File: config.mk
export PLATFORM = sky130hd
export DESIGN_NAME = banderin_ctrl
export DESIGN_NICKNAME = d
export VERILOG_FILES = /design/src/rtl/banderin_ctrl.sv
export SDC_FILE = /design/constraint.sdc
export NUM_CORES = 1
export LEC_CHECK = 0
export BUFFER_PORTS_ARGS = -buffer_cell sky130_fd_sc_hd__buf_2
export CAP_MARGIN = 10
export CELL_PAD_IN_SITES_DETAIL_PLACEMENT = 0
export CELL_PAD_IN_SITES_GLOBAL_PLACEMENT = 2
export CORE_MARGIN = 4
export CORE_UTILIZATION = 35
export CTS_CLUSTER_DIAMETER = 40
export DETAILED_ROUTE_END_ITERATION = 6
export PLACE_DENSITY_LB_ADDON = 0.08
export SLEW_MARGIN = 20
export SYNTH_ARGS = -nofsm -noshare
export SYNTH_HDL_FRONTEND = slang
export SYNTH_SLANG_ARGS = --single-unit
export TNS_END_PERCENT = 50
File: constraint.sdc
create_clock -name clk -period 4.4 [get_ports clk]
set_clock_uncertainty 0.15 [all_clocks]
set_input_delay 0.66 -clock clk [delete_from_list [all_inputs] [get_ports clk]]
set_output_delay 0.66 -clock clk [all_outputs]
set_load 0.05 [all_outputs]
File: src/rtl/banderin_ctrl.sv
// banderin_ctrl: sprint race-sequence controller driving the finish flag servo command and stopwatch gate
// Ports: clk, reset (async, active-high); btn_arm, btn_go, sensor_meta raw async inputs;
//        comando_banderin (1 = flag up), race_running, race_done (1-cycle pulse), state_o (FSM state).
// Optional feature macro: BANDERIN_LOCKOUT_EN (finish lockout for MIN_RUN_MS after entering RUNNING).
module banderin_ctrl #(
  parameter int CLK_FREQ_HZ   = 25_000_000,
  parameter int DEBOUNCE_CLKS = 250_000,
  parameter int FLAG_HOLD_MS  = 3000,
  parameter int MIN_RUN_MS    = 500
) (
  input  logic       clk,
  input  logic       reset,
  input  logic       btn_arm,
  input  logic       btn_go,
  input  logic       sensor_meta,
  output logic       comando_banderin,
  output logic       race_running,
  output logic       race_done,
  output logic [1:0] state_o
);
  localparam int CLKS_PER_MS = CLK_FREQ_HZ / 1000;
  localparam int MAX_MS      = (FLAG_HOLD_MS > MIN_RUN_MS) ? FLAG_HOLD_MS : MIN_RUN_MS;
  localparam int DW          = $clog2(DEBOUNCE_CLKS + 1);
  localparam int PW          = $clog2(CLKS_PER_MS + 1);
  localparam int MW          = $clog2(MAX_MS + 1);
  typedef enum logic [1:0] {IDLE = 2'd0, ARMED = 2'd1, RUNNING = 2'd2, FINISH = 2'd3} state_t;
  state_t state, state_n;
  logic [2:0] raw, ev;
  logic [PW-1:0] pre;
  logic [MW-1:0] ms;
  logic ms_tick, hold_done, run_ok, cmd_n, run_n, done_n;
  assign raw = {sensor_meta, btn_go, btn_arm};
  // Per input: 2-FF sync, debounce to a stable level, then rising-edge event.
  for (genvar i = 0; i < 3; i++) begin : g_cond
    logic s1, s2, deb, deb_d;
    logic [DW-1:0] cnt;
    always_ff @(posedge clk or posedge reset) begin
      if (reset) begin
        s1    <= 1'b0;
        s2    <= 1'b0;
        deb   <= 1'b0;
        deb_d <= 1'b0;
        cnt   <= '0;
      end else begin
        s1    <= raw[i];
        s2    <= s1;
        deb_d <= deb;
        if (s2 == deb) cnt <= '0;
        else if (cnt == DW'(DEBOUNCE_CLKS - 1)) begin
          deb <= s2;
          cnt <= '0;
        end else cnt <= cnt + 1'b1;
      end
    end
    assign ev[i] = deb & ~deb_d;
  end
  // Prescaler restarts on every state change so ms periods align with the transition.
  assign ms_tick   = pre == PW'(CLKS_PER_MS - 1);
  assign hold_done = ms_tick && ms == MW'(FLAG_HOLD_MS - 1);
  always_ff @(posedge clk or posedge reset) begin
    if (reset) begin
      pre <= '0;
      ms  <= '0;
    end else if (state_n != state) begin
      pre <= '0;
      ms  <= '0;
    end else begin
      pre <= ms_tick ? '0 : pre + 1'b1;
      if (ms_tick && ms != MW'(MAX_MS)) ms <= ms + 1'b1;
    end
  end
`ifdef BANDERIN_LOCKOUT_EN
  assign run_ok = ms >= MW'(MIN_RUN_MS);
`else
  assign run_ok = 1'b1;
`endif
  // Events not consumed by the current state are dropped; go wins over arm in ARMED.
  always_comb begin
    state_n = state;
    case (state)
      IDLE:    state_n = ev[0] ? ARMED : IDLE;
      ARMED:   state_n = ev[1] ? RUNNING : (ev[0] ? IDLE : ARMED);
      RUNNING: state_n = (ev[2] && run_ok) ? FINISH : RUNNING;
      default: state_n = hold_done ? IDLE : FINISH;
    endcase
    cmd_n  = state_n == ARMED || state_n == FINISH;
    run_n  = state_n == RUNNING;
    done_n = state == RUNNING && state_n == FINISH;
  end
  always_ff @(posedge clk or posedge reset) begin
    if (reset) begin
      state            <= IDLE;
      comando_banderin <= 1'b0;
      race_running     <= 1'b0;
      race_done        <= 1'b0;
    end else begin
      state            <= state_n;
      comando_banderin <= cmd_n;
      race_running     <= run_n;
      race_done        <= done_n;
    end
  end
  assign state_o = state;
endmodule

# [Word level (Yosys, flattened, before mapping)]
# Index checks and enable logic that the tools add are counted.
[totals] input_bits=5 reg_bits=98 out_inout_bits=5 word_cells=75
[op_classes] muxes=16 n_eq_ne=15 n_bitwise=9 n_addsub=5 n_reduce_logical=9
[ops] operator="$mux 18" n=6
[ops] operator="$add 18x1->18 const B" n=3
[ops] operator="$eq 18x18->1 const B" n=3
[ops] operator="$mux 15" n=2
[ops] operator="$mux 12" n=2
[ops] operator="$add 15x1->15 const B" n=1
[ops] operator="$eq 15x15->1 const B" n=1
[ops] operator="$add 12x1->12 const B" n=1
[ops] operator="$eq 12x12->1 const B" n=1
[ops] operator="$ne 12x12->1 const B" n=1
[ops] operator="$eq 2x2->1 const B" n=3
[ops] operator="$not 1->1" n=6
[ops] operator="$pmux 2 s3" n=1
[ops] operator="$reduce_and 2->1" n=3
[ops] operator="$eq 2x1->1 const B" n=2
[ops] operator="$mux 2" n=2
[ops] operator="$and 1x1->1" n=3
[ops] operator="$eq 1x1->1" n=3
[ops] operator="$logic_and 1x1->1" n=3
[ops] operator="$mux 1" n=3
[ops] operator="$logic_not 2->1" n=1
[ops] operator="$ne 2x2->1" n=1
[ops] operator="$reduce_bool 2->1" n=1
[ops] operator="$logic_or 1x1->1" n=1

# [Depth between registers and ports, before layout]
# Gate-level depths: netlist of the first run.
[logic_depth] word_depth=7 depth_mapped=8 mapped_depth_nobuf=6

# [Worst setup path before layout of the first run]
# No wires, ideal clock.
[synth_timing] kind="register to register" start="reg pre[0]" end="reg ms[5]" path_buffers=2 setup_ns=0.077 stages_incl_launch_ff=8 t_required_ns=4.173 t_arrival_ns=1.732 period_less_slack_ns=1.959 setup_slack_ns=2.441 path_cell_list="dfrtp_1 -> ha_1 -> and2_1 -> clkbuf_2 -> nand4_2 -> buf_6 -> or4_4 -> a21oi_2"
[synth_between] elab_chain_cells=6 elab_cells_between_ends=8 classes_between="eq/ne (2); mux (3); reduce/logical (3)"
[synth_lines] item="start, declared" line_no="29" source="logic [PW-1:0] pre;"
[synth_lines] item="start signal, assigned" line_no="68" source="pre <= ms_tick ? '0 : pre + 1'b1;"
[synth_lines] item="$eq 15x15->1 (*)" line_no="58" source="assign ms_tick = pre == PW'(CLKS_PER_MS - 1);"
[synth_lines] item="$logic_and 1x1->1" line_no="59" source="assign hold_done = ms_tick && ms == MW'(FLAG_HOLD_MS - 1);"
[synth_lines] item="$mux 2" line_no="84" source="default: state_n = hold_done ? IDLE : FINISH;"
[synth_lines] item="$pmux 2 s3" line_no="80" source="case (state)"
[synth_lines] item="$ne 2x2->1" line_no="64" source="end else if (state_n != state) begin"
[synth_lines] item="$mux 12 or $reduce_bool 2->1 (tied branches)"
[synth_lines] item="end signal, assigned" line_no="69" source="if (ms_tick && ms != MW'(MAX_MS)) ms <= ms + 1'b1;"
[synth_lines] item="end, declared" line_no="30" source="logic [MW-1:0] ms;"
# Every way passes the cells marked *; elsewhere a longest branch is shown, timed or not.
# A chain may end at the register's enable or synchronous reset.

# [Final worst setup path of the first run]
[layout_timing] start="reg ms[0]" end="reg pre[2]"
[layout_between] elab_chain_cells=6
[layout_lines] item="$eq 12x12->1" line_no="59"
[layout_lines] item="$logic_and 1x1->1" line_no="59"
[layout_lines] item="$mux 2" line_no="84"
[layout_lines] item="$pmux 2 s3" line_no="80"
[layout_lines] item="$ne 2x2->1" line_no="64"
[layout_lines] item="$mux 15" line_no="64"
# No other way between the ends.

==> results of run 1 <==
[worst max-delay path: cells and delay by family, from the launching register on]
kind,cells,cell delay [ns]
simple gates,3,0.64
compound gates,1,0.80
fa+ha+maj,1,0.21
flops,1,0.46
[registers in the layout, summed over array words and instances, names as in the netlist]
signal	flops
state_o	2
pre	15
g_cond.s1	3
g_cond.cnt	54
g_cond.deb	3
race_done	1
ms	12
g_cond.s2	3
g_cond.deb_d	3
race_running	1
[per-layer routing]
layer / track usage [%] / up-vias / share of wire [%]
met5: 0 / - / 0
met4: 4.46 / 0 / 1.4
met3: 3.56 / 11 / 3.3
met2: 20.0 / 38 / 44
met1: 18.8 / 1704 / 52
li1: - / 1711 / -
[Yosys cell counts, types with 9 or more instances]
cell type	number
xnor2_1	18
nor2_1	58
xor2_1	27
or4_1	9
or3_1	16
and3_1	9
inv_1	15
nand2_1	23
nor4_1	9
dfrtp_1	97
nand4_1	19
o31ai_1	10
nand3_1	33
a21oi_1	30
o21ai_0	18
[cell type report]
class                   instances  area [um^2]  area share [%]
multi-input cells             344         2230            42.4
inverters                      15         61.3            1.17
clock inverters                 4         20.0           0.381
repair buffers                 10         52.6            1.00
flip-flops and latches         97         2430            46.2
clock buffers                  11          243            4.62
well taps                     176          220            4.19
[layout by cell type, fill, tap and decap left out, types with 4 or more instances in the layout]
| cell type | Yosys | layout |
|---|---|---|
| inv_1 | 15 | 14 |
| and2_1 | 4 | 4 |
| nand2_1 | 23 | 23 |
| clkbuf_16 | 0 | 9 |
| nand3_1 | 33 | 33 |
| nor4bb_1 | 4 | 4 |
| nor3_1 | 4 | 4 |
| ha_1 | 6 | 6 |
| and4_1 | 7 | 7 |
| and3_1 | 9 | 9 |
| a21oi_1 | 30 | 30 |
| or3_1 | 16 | 16 |
| o31ai_1 | 10 | 10 |
| xor2_1 | 27 | 27 |
| or4_1 | 9 | 9 |
| clkinv_2 | 0 | 4 |
| nor4_1 | 9 | 9 |
| dfrtp_1 | 97 | 97 |
| xnor2_1 | 18 | 18 |
| buf_2 | 3 | 9 |
| nor2_1 | 58 | 58 |
| o21ai_0 | 18 | 18 |
| nand4_1 | 19 | 19 |
[logic make-up after synthesis]
| family | after synthesis | synth area share, % |
|---|---|---|
| AO/OA/AOI/OAI | 70 | 9.75 |
| XOR/XNOR | 45 | 8.25 |
| adder cells (fa/ha/maj) | 6 | 1.57 |
| buffers and inverters | 28 | 2.54 |
| flip-flops | 97 | 50.8 |
| multiplexers | 3 | 0.707 |
| AND/OR/NAND/NOR | 220 | 26.4 |
[power breakdown]
part / switching [mW] / total, mW / internal [mW]
registers: 0.00742 / 0.908 / 0.901
clock network: 0.334 / 0.726 / 0.392
logic: 0.0331 / 0.0447 / 0.0115
[stage by stage]
step / instances / cell area (um^2) / utilization (%) / hold slack, ns / setup WS, ns
floorplan: 469 / 4780 / - / 0.181 / 1.06
global placement: 642 / 4990 / 37.5 / 0.186 / 2.02
detailed placement: 642 / 4990 / 37.5 / 0.187 / 1.98
CTS: 657 / 5250 / 39.5 / 0.202 / 1.98
global route: 657 / 5250 / 39.5 / 0.205 / 1.81
finish: 657 / 5250 / 39.5 / 0.201 / 1.99
[worst max path at each step]
stage	to	slack, ns	cells past startpoint
2_1_floorplan	g_cond[0].cnt[0]$_DFF_PP0_	1.06	1
3_3_place_gp	pre[2]$_DFF_PP0_	2.02	5
3_5_place_dp	pre[2]$_DFF_PP0_	1.98	4
4_1_cts	pre[2]$_DFF_PP0_	1.98	5
5_1_grt	pre[2]$_DFF_PP0_	1.81	5
6_report	pre[2]$_DFF_PP0_	1.99	5
==> impl_metrics.py, run 1 <==
metrics = {
    "worst_setup_path": {
        "cpMaxStageDelayCell": "o211ai_1",
        "startpoint": "ms[0]$_DFFE_PP0P_",
        "startpoint_type": "register",
        "r2r_slack_ns": 1.99,
        "cp_data_required_time_ns": 4.45,
        "reg2reg_depth": 5,
        "crit_chain": "ha_1 -> and4_1 -> nand4_1 -> o211ai_1 -> nor2_1",
        "crit_type": "reg -> reg",
        "timing.rr.start": "ms[0]$_DFFE_PP0P_",
        "arrival_ns": 2.47,
        "crit_path_end_kind": "register",
        "worst-path-max-fanout": 11,
        "worstReg2RegEnd": "pre[2]$_DFF_PP0_",
        "max_stage_delay_ns": 0.80,
    },
    "sta": {
        "finalCritPeriodShare_pct": 54.8,
        "finalHoldViolations": 0,
        "final_max_slew_viol_count": 0,
        "rsz0062_at_grt": "no",
        "slew_headroom_pct": 32.1,
        "setup_viol": 0,
        "period_minus_slack_ns": 2.41,
        "setup_tns_ns": 0,
        "fmax_ghz": 0.414,
        "worst_pin_slew_ns": 1.01,
    },
    "logic_synthesis": {
        "yosysSeqAreaShare_pct": 50.8,
        "syn_area_per_cell_um2": 10.2,
        "ys.flop_type": "dfrtp_1",
        "ys_warn_count": 0,
        "synthArstFlopShare_pct": 100,
        "synth_cells": 469,
        "syn_area_um2": 4780,
        "yosysTopAreaCell": "dfrtp_1",
        "syn_nets": 480,
        "synth_cell_type_count": 48,
        "synth.area.top_cells": "dfrtp_1 (51%), xor2_1 (5.0%), nor2_1 (4.6%)",
        "synth_top_cell_area_share_pct": 50.8,
        "synth-seq-cells": 97,
        "synth_edf_count": 0,
    },
    "power": {
        "p_leak_nw": 2.20,
        "p_per_area_nw_per_um2": 320,
        "finalPower_mw": 1.68,
        "vdd_drop_max_uv": 214,
    },
    "placement": {
        "dpl.hpwl_mm": 6.43,
        "finalWeightedCongestion": 0.779,
        "portBuffers": 9,
    },
    "cts": {
        "clk_pin_slew_ns": 0.07,
        "post_cts_resized": 0,
        "htree_levels": 3,
        "post-cts-setup-buffers": 0,
        "cts.sinks": 97,
        "cts-hold-fix-buffers": 0,
        "cts_root_buf": "clkbuf_16",
        "ctsLongestPathBuffers": 2,
        "numCtsBuffers": 9,
        "clk_latency_ns": 0.35,
        "cts_tree": "done",
    },
    "min_path": {
        "hold-path-endpoint": "g_cond[0].s2$_DFF_PP0_",
        "whs_path_depth": 0,
        "worstHoldStart": "g_cond[0].s1$_DFF_PP0_",
        "hp-class": "reg -> reg",
    },
    "routing": {
        "first_pass_iters": 6,
        "postRouteAntennaNets": 0,
        "vias": 3464,
        "route.detailed.drc": 0,
        "avgRoutedWirePerCell_um": 14.8,
        "wl_mm": 9.71,
        "drtIter0Drc": 237,
        "viasPerCell": 5.27,
    },
    "outcome": {
        "status": "finished clean",
    },
    "finish": {
        "insertedDiodeCount": 0,
        "drive_above_1_share_pct": 9.77,
        "synthToLayoutAreaGrowth_pct": 9.96,
        "nets": 488,
        "fill_cells": 1323,
    },
    "floorplan": {
        "rows": 42,
        "fp.dieH_um": 125,
        "ioPinCount": 10,
        "core_um2": 13300,
        "design.die.area_um2": 15600,
        "initial_core_util_pct": 35.9,
        "die_x_um": 125,
    },
    "global_route": {
        "antenna_found_initial": 0,
        "grt_pass1_wl_mm": 17.1,
        "grt_usage_pct": 13.3,
        "grt_pass1_vias": 3457,
        "grt.overflow.total": 0,
        "grt_max_degree": 82,
    },
    "job": {
        "cap_violations": 0,
    },
}
Note: power is estimated with default switching activity, not from simulation.
==> run 2, diff against run 1 <==
ABC_AREA = 1   (was not set)
CORE_UTILIZATION = 34   (was 35)
clock period = 2.2 ns   (was 4.4 ns; I/O delays follow)
==> impl_metrics.py, run 2 <==
metrics = {
    "finish": {
        "fin_cells": 958,
        "insertedDiodeCount": 0,
        "largest_register_ffs": 54,
        "mostFrequentLayoutCell": "nand2_1",
        "top_register": "g_cond.cnt",
        "fill_cells": 1711,
        "nets": 749,
        "utilization_pct": 38.9,
        "synthToLayoutAreaGrowth_pct": 11.7,
        "drive_above_1_share_pct": 11.5,
        "reg_top3": "g_cond.cnt: 54 flops, pre: 15 flops, ms: 12 flops",
        "final_cell_mix": "nand2_1 (159), nor2_1 (131), dfrtp_1 (97), inv_1 (84), nand3_1 (56)",
    },
    "routing": {
        "route.detailed.drc": 0,
        "avgRoutedWirePerCell_um": 13.1,
        "viasPerCell": 4.60,
        "drtIter0Drc": 226,
        "wl_mm": 12.5,
        "postRouteAntennaNets": 0,
        "vias": 4410,
        "first_pass_iters": 5,
    },
    "global_route": {
        "grt.overflow.total": 0,
        "grt_max_degree": 29,
        "grt_pass1_vias": 4337,
        "grt_usage_pct": 14.8,
        "antenna_found_initial": 0,
        "grt_pass1_wl_mm": 21.6,
    },
    "logic_synthesis": {
        "syn_area_per_cell_um2": 7.77,
        "ys_warn_count": 0,
        "synth_top_cell_area_share_pct": 43.9,
        "ys.flop_type": "dfrtp_1",
        "syn_nets": 723,
        "synthArstFlopShare_pct": 100,
        "synth.area.top_cells": "dfrtp_1 (44%), nand2_1 (11%), nor2_1 (8.9%)",
        "synth_cell_type_count": 32,
        "ys_top_cells_by_count": "nand2_1 (159), nor2_1 (131), dfrtp_1 (97)",
        "synth_compound_area_share_pct": 2.08,
        "synth-seq-cells": 97,
        "synth_mux_area_share_pct": 0,
        "yosys.area_share.adder_pct": 1.36,
        "synth_top_family_by_area": "simple AND/OR/NAND/NOR gates",
        "yosysTopAreaCell": "dfrtp_1",
        "synth_xor_area_share_pct": 5.54,
        "synth-simple-area-share_pct": 39.3,
        "synth_cells": 712,
        "synth_edf_count": 0,
        "syn_area_um2": 5530,
        "yosysMostFrequentCell": "nand2_1",
        "yosysSeqAreaShare_pct": 43.9,
    },
    "cts": {
        "post_cts_resized": 0,
        "clk_latency_ns": 0.35,
        "cts_tree": "done",
        "clk_pin_slew_ns": 0.07,
        "numCtsBuffers": 9,
        "post-cts-setup-buffers": 0,
        "ctsLongestPathBuffers": 2,
        "htree_levels": 3,
        "cts.sinks": 97,
        "cts_root_buf": "clkbuf_16",
    },
    "floorplan": {
        "die_x_um": 136,
        "core_um2": 15900,
        "fp.dieH_um": 136,
        "ioPinCount": 10,
        "design.die.area_um2": 18400,
        "initial_core_util_pct": 34.8,
        "rows": 46,
    },
    "sta": {
        "finalHoldViolations": 0,
        "setup_viol": 0,
        "setup_tns_ns": 0,
        "fmax_ghz": 0.509,
        "worst_pin_slew_ns": 0.675,
        "period_minus_slack_ns": 1.96,
        "finalWorstSetupSlack_ns": 0.235,
        "rsz0062_at_grt": "no",
        "slew_headroom_pct": 54.9,
        "final_max_slew_viol_count": 0,
        "finalCritPeriodShare_pct": 89.3,
    },
    "worst_setup_path": {
        "startpoint_type": "register",
        "reg2reg_depth": 10,
        "worst-path-max-fanout": 13,
        "crit_path_end_kind": "register",
        "cp_data_required_time_ns": 2.28,
        "arrival_ns": 2.04,
        "crit_type": "reg -> reg",
    },
    "min_path": {
        "whs_path_depth": 0,
        "hp-class": "reg -> reg",
    },
    "power": {
        "p_leak_nw": 2.70,
        "finalPower_mw": 3.38,
        "p_per_area_nw_per_um2": 547,
        "vdd_drop_max_uv": 366,
    },
    "placement": {
        "portBuffers": 9,
        "dp_cells": 938,
        "dpl.hpwl_mm": 9.24,
        "finalWeightedCongestion": 0.808,
        "pre_cts_ws_ns": 0.208,
    },
    "job": {
        "cap_violations": 0,
    },
    "outcome": {
        "status": "finished clean",
    },
}
## run 2: cell count changes after synthesis, moves of 20 or more
cell	change
inv_1	+70
nor2_1	+73
a21oi_1	-20
nand2_1	+136
nor3_1	+26
nor2_4	+22
nand3_1	+23
## run 2: logic make-up (layout without fill, tap and decap cells)
group | after synthesis | in the layout
buffers and inverters | 103 | 132
AND/OR/NAND/NOR | 449 | 450
AO/OA/AOI/OAI | 22 | 22
flip-flops | 97 | 97
XOR/XNOR | 35 | 35
adder cells (fa/ha/maj) | 6 | 6
## run 2: worst max-delay path, stage by stage, from the launching register on
cell     delay (ns)
dfrtp_1        0.40
ha_1           0.26
nand2_1        0.08
nor2_1         0.09
nand2_1        0.06
nor2_1         0.18
nand2_4        0.09
nand2_4        0.08
nand2_4        0.08
nand2_4        0.35
nor2_4         0.04
## run 2: final cells by class
type / count / area (um^2) / share of cell area [%]
well taps: 216 / 270 / 4.38
flip-flops and latches: 97 / 2430 / 39.3
inverters: 96 / 364 / 5.89
clock inverters: 4 / 28.8 / 0.466
clock buffers: 11 / 233 / 3.77
multi-input cells: 513 / 2680 / 43.4
repair buffers: 21 / 170 / 2.75
## run 2: metal layers
layer / track usage, % / vias to the layer above / routed length (um)
li1: - / 2301 / -
met1: 19.7 / 2057 / 6150
met2: 24.3 / 39 / 5850
met3: 3.16 / 13 / 314
met4: 4.20 / 0 / 191
met5: 0 / - / 0
## run 2: worst paths after layout
path,slack (ns),start,to
worst min-delay path,0.20,g_cond[0].s1$_DFF_PP0_,g_cond[0].s2$_DFF_PP0_
max in group asynchronous,0.79,reset,g_cond[1].cnt[16]$_DFF_PP0_
worst min register to register,0.20,g_cond[0].s1$_DFF_PP0_,g_cond[0].s2$_DFF_PP0_
min in group asynchronous,0.47,reset,g_cond[0].cnt[1]$_DFF_PP0_
worst max register to register,0.24,ms[0]$_DFFE_PP0P_,ms[3]$_DFFE_PP0P_
worst max-delay path,0.24,ms[0]$_DFFE_PP0P_,ms[3]$_DFFE_PP0P_
## run 2: timing repair
item                                   CTS  global route
endpoints found under the hold margin   27             0
hold buffers                             4             0
setup endpoints to repair                0             3
## run 2: report_power, final
group	switching (mW)	leakage, nW	internal (mW)
combinational	0.0722	1.25	0.0333
sequential	0.0139	1.32	1.80
clock	0.693	0.122	0.764
total	0.779	2.70	2.60
## run 2: metrics by stage
stage,instance area (um^2),hold slack [ns]
finish,6180,0.202
global route,6180,0.212
CTS,6170,0.205
detailed placement,5860,0.189
global placement,5860,0.186
floorplan,5530,0.181
